--- src/rtl/parent_hub_router.sv ---
// Parent-side hub of the 64-bit parent link: round-robin arbitration, unicast/broadcast fan-out.
// Optional macro HUB_DROP_STATS_EN adds a saturating drop_count output for invalid destinations.
module parent_hub_router #(
    parameter int         NUM_FPGAS = 5,
    parameter int         DEST_MSB  = 63,
    parameter logic [7:0] BCAST_ID  = 8'hFF
) (
    input  logic                            clk,
    input  logic                            reset,
    input  logic [64*(NUM_FPGAS+1)-1:0]     src_data,
    input  logic [NUM_FPGAS:0]              src_valid,
    output logic [NUM_FPGAS:0]              src_ready,
    output logic [64*(NUM_FPGAS+1)-1:0]     dst_data,
    output logic [NUM_FPGAS:0]              dst_valid,
    input  logic [NUM_FPGAS:0]              dst_ready,
    output logic                            busy
`ifdef HUB_DROP_STATS_EN
    ,
    output logic [15:0]                     drop_count
`endif
);
    localparam int P  = NUM_FPGAS + 1;
    localparam int PW = (P > 1) ? $clog2(P) : 1;

    typedef enum logic {IDLE, SEND} state_t;

    state_t        state_reg, state_next;
    logic [PW-1:0] last_grant_reg, last_grant_next;
    logic [63:0]   msg_reg, msg_next;
    logic [P-1:0]  pending_reg, pending_next;

    logic          grant_found;
    logic [PW-1:0] grant_idx;
    logic [P-1:0]  grant_onehot;
    logic [63:0]   grant_data;
    logic [7:0]    grant_dest;
    logic [P-1:0]  dest_mask;
    logic          drop;
    int            cand;

    // Rotating search starting just after the previous winner.
    always_comb begin
        grant_found = 1'b0;
        grant_idx   = '0;
        cand        = 0;
        for (int k = 1; k <= P; k++) begin
            cand = (int'(last_grant_reg) + k) % P;
            if (!grant_found && src_valid[PW'(cand)]) begin
                grant_found = 1'b1;
                grant_idx   = PW'(cand);
            end
        end
    end

    assign grant_data = src_data[int'(grant_idx)*64 +: 64];
    assign grant_dest = grant_data[DEST_MSB -: 8];

    // A port is a target if broadcast or directly addressed, but never the source itself.
    generate
        for (genvar gi = 0; gi < P; gi++) begin : g_port
            assign grant_onehot[gi] = (grant_idx == PW'(gi));
            assign dest_mask[gi]    = ((grant_dest == BCAST_ID) || (grant_dest == 8'(gi)))
                                      && (grant_idx != PW'(gi));
            assign dst_data[gi*64 +: 64] = msg_reg;
        end
    endgenerate

    assign drop = grant_found && (dest_mask == '0);

    always_comb begin
        state_next      = state_reg;
        last_grant_next = last_grant_reg;
        msg_next        = msg_reg;
        pending_next    = pending_reg;
        case (state_reg)
            IDLE: begin
                if (grant_found) begin
                    last_grant_next = grant_idx;
                    msg_next        = grant_data;
                    if (!drop) begin
                        pending_next = dest_mask;
                        state_next   = SEND;
                    end
                end
            end
            SEND: begin
                pending_next = pending_reg & ~dst_ready;
                if (pending_next == '0) begin
                    state_next = IDLE;
                end
            end
            default: state_next = IDLE;
        endcase
    end

    always_ff @(posedge clk) begin
        if (reset) begin
            state_reg      <= IDLE;
            last_grant_reg <= PW'(NUM_FPGAS);
            msg_reg        <= '0;
            pending_reg    <= '0;
        end else begin
            state_reg      <= state_next;
            last_grant_reg <= last_grant_next;
            msg_reg        <= msg_next;
            pending_reg    <= pending_next;
        end
    end

    // Gated by reset so a source never sees an accept that the registers will not honour.
    assign src_ready = (state_reg == IDLE && !reset && grant_found) ? grant_onehot : '0;
    assign dst_valid = (state_reg == SEND) ? pending_reg : '0;
    assign busy      = (state_reg == SEND);

`ifdef HUB_DROP_STATS_EN
    logic [15:0] drop_count_reg;

    always_ff @(posedge clk) begin
        if (reset) begin
            drop_count_reg <= '0;
        end else if (state_reg == IDLE && drop && drop_count_reg != 16'hFFFF) begin
            drop_count_reg <= drop_count_reg + 16'd1;
        end
    end

    assign drop_count = drop_count_reg;
`endif

endmodule

--- config.mk ---
export PLATFORM = sky130hd
export DESIGN_NAME = parent_hub_router
export DESIGN_NICKNAME = d
export VERILOG_FILES = /design/src/rtl/parent_hub_router.sv
export SDC_FILE = /design/constraint.sdc
export NUM_CORES = 1
export LEC_CHECK = 0
export ABC_CLOCK_PERIOD_IN_PS = 9050
export CORE_AREA = 2 2 312 314
export CTS_BUF_LIST = sky130_fd_sc_hd__clkbuf_4
export DETAILED_ROUTE_END_ITERATION = 12
export DIE_AREA = 0 0 314 316
export SYNTH_ARGS = -nofsm -noshare
export SYNTH_HDL_FRONTEND = slang
export SYNTH_SLANG_ARGS = --single-unit
--- constraint.sdc ---
create_clock -name clk -period 9.05 [get_ports clk]
set_clock_uncertainty 0.2 [all_clocks]
set_input_delay 2.715 -clock clk [delete_from_list [all_inputs] [get_ports clk]]
set_output_delay 2.715 -clock clk [all_outputs]
set_load 0.02 [all_outputs]
==> results.toml <==
[global_route]
grt_pass1_vias = 10800
grt-ovfl-total = 0
grt_pass1_wl_um = 87900
antenna_found_initial = 40
grt_usage = 0.128
grt_max_degree = 82

[layout]
final_area_mm2 = 0.0170
nets = 2196
final-seq-area_mm2 = 0.00148
fill_cells = 10900
largest_reg_flops = 64
drive_above_1_share = 0.0452
stdcell_count = 3081
multi_input_area_mm2 = 0.00550
syn2layout_area_growth_pct = 73.7

[drt]
drt-initial-drc-count = 842
drtAntennaViolNets = 0
drc = 0
wl_per_cell_um = 21.7
routed_wl_um = 66900
viasPerCell = 3.76
first_pass_iters = 5
vias = 11600

[place]
place_inst = 3053
dp_slack_ns = 0.143
routabilityCongestion = 0.879
dpl_cell_area_mm2 = 0.0168
post-dp-hpwl_um = 55500
numPortBuffers = 794

[logic_synthesis]
synthTopCellsByCount = "buf_4, nand2_1, a211oi_1, a21oi_1, nor3_1"
syn_area_mm2 = 0.00979
muxShareOfSynthArea = 0.100
synth_cell_type_count = 77
ys_seq_area_frac = 0.151
synth_area_leaders = "buf_4, dfxtp_1, mux2i_1"
synth_compound_gate_area_share = 0.221
synthFlopType = "dfxtp_1"
synth.net_count = 1781
synthXorXnorAreaFrac = 0.00511
synthAdderAreaFrac = 0.0128
synth-simple-area-share = 0.217
synth_area_leader_cell = "buf_4"
postSynthAreaPerCell_um2 = 7.13
synth_cells = 1373
yosysTopAreaCellShare = 0.248
synth_top_family_by_area = "buffers and inverters"
synth_most_common_cell = "buf_4"
ys_seq_elements = 74
synth_edf_count = 0
async_reset_ff_frac = 0
synth_warnings = 0

[clock_network]
clock_path_buffers = 2
cts.reportedPaths.clkPinSlew_ns = 0.18
cts_buffers = 9
tritoncts = "yes"
clkSinkCount = 74
cts-root-buf = "clkbuf_4"
h-tree-depth = 3
clkLatencyLatePin_ns = 0.62

[critical_path]
start_kind = "input port"
critPathTopFamily = "simple AND/OR/NAND/NOR gates"
cp-end-kind = "output pin"
critical-path-max-stage-delay_ns = 0.54
cp.arrival_ns = 5.99
path_cells = "clkdlybuf4s50_1 -> mux2i_2 -> buf_4 -> nor4_1 -> mux2i_1 -> nand3_1 -> nor4_2 -> and2_1 -> and3_1 -> or2_4 -> nor2_1 -> nand2_1 -> nor2_1 -> clkdlybuf4s50_1"
ff2ff_path_depth = 20
crit_buf_inv = 3
cpMaxStageDelayCell = "clkdlybuf4s50_1"
crit_type = "input port to output pin"
cp.required_ns = 6.14
path_depth = 14
crit_fanout = 6

[sta]
setup_slack_ns = 0.146
fmax_mhz = 112
slew-limit-headroom = 0.278
period_needed_ns = 8.90
setup_viol = 0
hold_viol_final = 0
post-route-period-util = 0.984
drv_slew = 0
worst_pin_slew_ns = 1.08

[die]
die_w_um = 314
die_h_um = 316
initial_core_util = 0.102
ios = 795
core_area_mm2 = 0.0960
die_area_mm2 = 0.0992
row_count = 114

[min_path]
hp-class = "flop to flop"
holdPathStages = 2

[run_status]
status = "finished clean"

[flow_run]
cap_violations = 0
## cells by family (layout without fill, tap and decap cells)
group / Yosys count / in the layout
flops: 74 / 74
mux: 92 / 92
other cells: 0 / 12
fa+ha+maj: 10 / 10
simple gates: 449 / 449
buf+inv: 433 / 853
xor+xnor: 4 / 4
compound gates: 311 / 311
## cell type report
type,instances,share of cell area
inverters,18,0.00397
diodes,12,0.00177
repair buffers,819,0.480
well taps,1276,0.0939
flip-flops and latches,74,0.0871
clock buffers,9,0.00397
multi-input cells,866,0.323
clock inverters,7,0.00596
## final timing paths
check                                      start                     endpoint  slack (ns)
setup / recovery                    src_valid[5]                 src_ready[5]        0.15
hold / removal       pending_reg[4]$_SDFFE_PP0P_  pending_reg[4]$_SDFFE_PP0P_        0.32
setup reg to reg  last_grant_reg[2]$_SDFFE_PP1P_  pending_reg[4]$_SDFFE_PP0P_        2.10
hold reg to reg      pending_reg[4]$_SDFFE_PP0P_  pending_reg[4]$_SDFFE_PP0P_        0.32
## cell usage in the layout (no fill, tap or decap), types with 3 or more instances in the layout
cell,instances
o22ai_1,9
o211ai_1,34
nand3_1,11
nand3b_1,4
nor4_1,3
a211oi_1,107
mux2_2,6
nand2b_1,3
a21oi_1,92
a31oi_1,4
clkbuf_4,9
nand4_1,5
nor2_1,76
ha_1,10
o32ai_1,3
o21a_1,3
inv_1,16
diode_2,12
and3_1,7
mux4_2,4
o221ai_1,4
o21ai_0,15
nand2_1,167
and2_1,64
nor3_1,89
clkdlybuf4s50_1,791
buf_4,24
mux2i_1,79
dfxtp_1,74
a211o_1,3
## metrics by stage
| step | setup TNS (ns) | hold slack, ns | utilization |
|---|---|---|---|
| after floorplan | 0 | 0.244 | - |
| after global placement | 0 | 0.295 | 0.175 |
| after detailed placement | 0 | 0.295 | 0.175 |
| after CTS | 0 | 0.317 | 0.177 |
| after global routing | -0.00697 | 0.349 | 0.177 |
| final | 0 | 0.323 | 0.177 |
## repair_timing
action / 4_1_cts / 5_1_grt
gates resized for setup: 0 / 4
endpoints found under the setup margin: 0 / 6
setup buffers: 0 / 0
hold buffers: 0 / 0
## worst reg2reg max path, delay by kind of cell (launching register included)
family,cells,cell delay [ns]
AOI/OAI and AO/OA,7,1.95
adders and majority gates,2,0.69
buffers and inverters,3,0.77
DFF,1,0.68
muxes,1,0.23
and+or+nand+nor,7,2.32
## per-layer routing
| metal | global-route usage | vias to the layer above | wire, µm |
|---|---|---|---|
| li1 | - | 5349 | - |
| met3 | 0.0540 | 77 | 6760 |
| met2 | 0.209 | 614 | 31200 |
| met5 | 0 | - | 192 |
| met1 | 0.159 | 5504 | 28100 |
| met4 | 0.0159 | 32 | 617 |
Power is left out: the tool's default activity adds up to more than one toggle a clock period on the data nets, which glitch-free logic cannot reach.
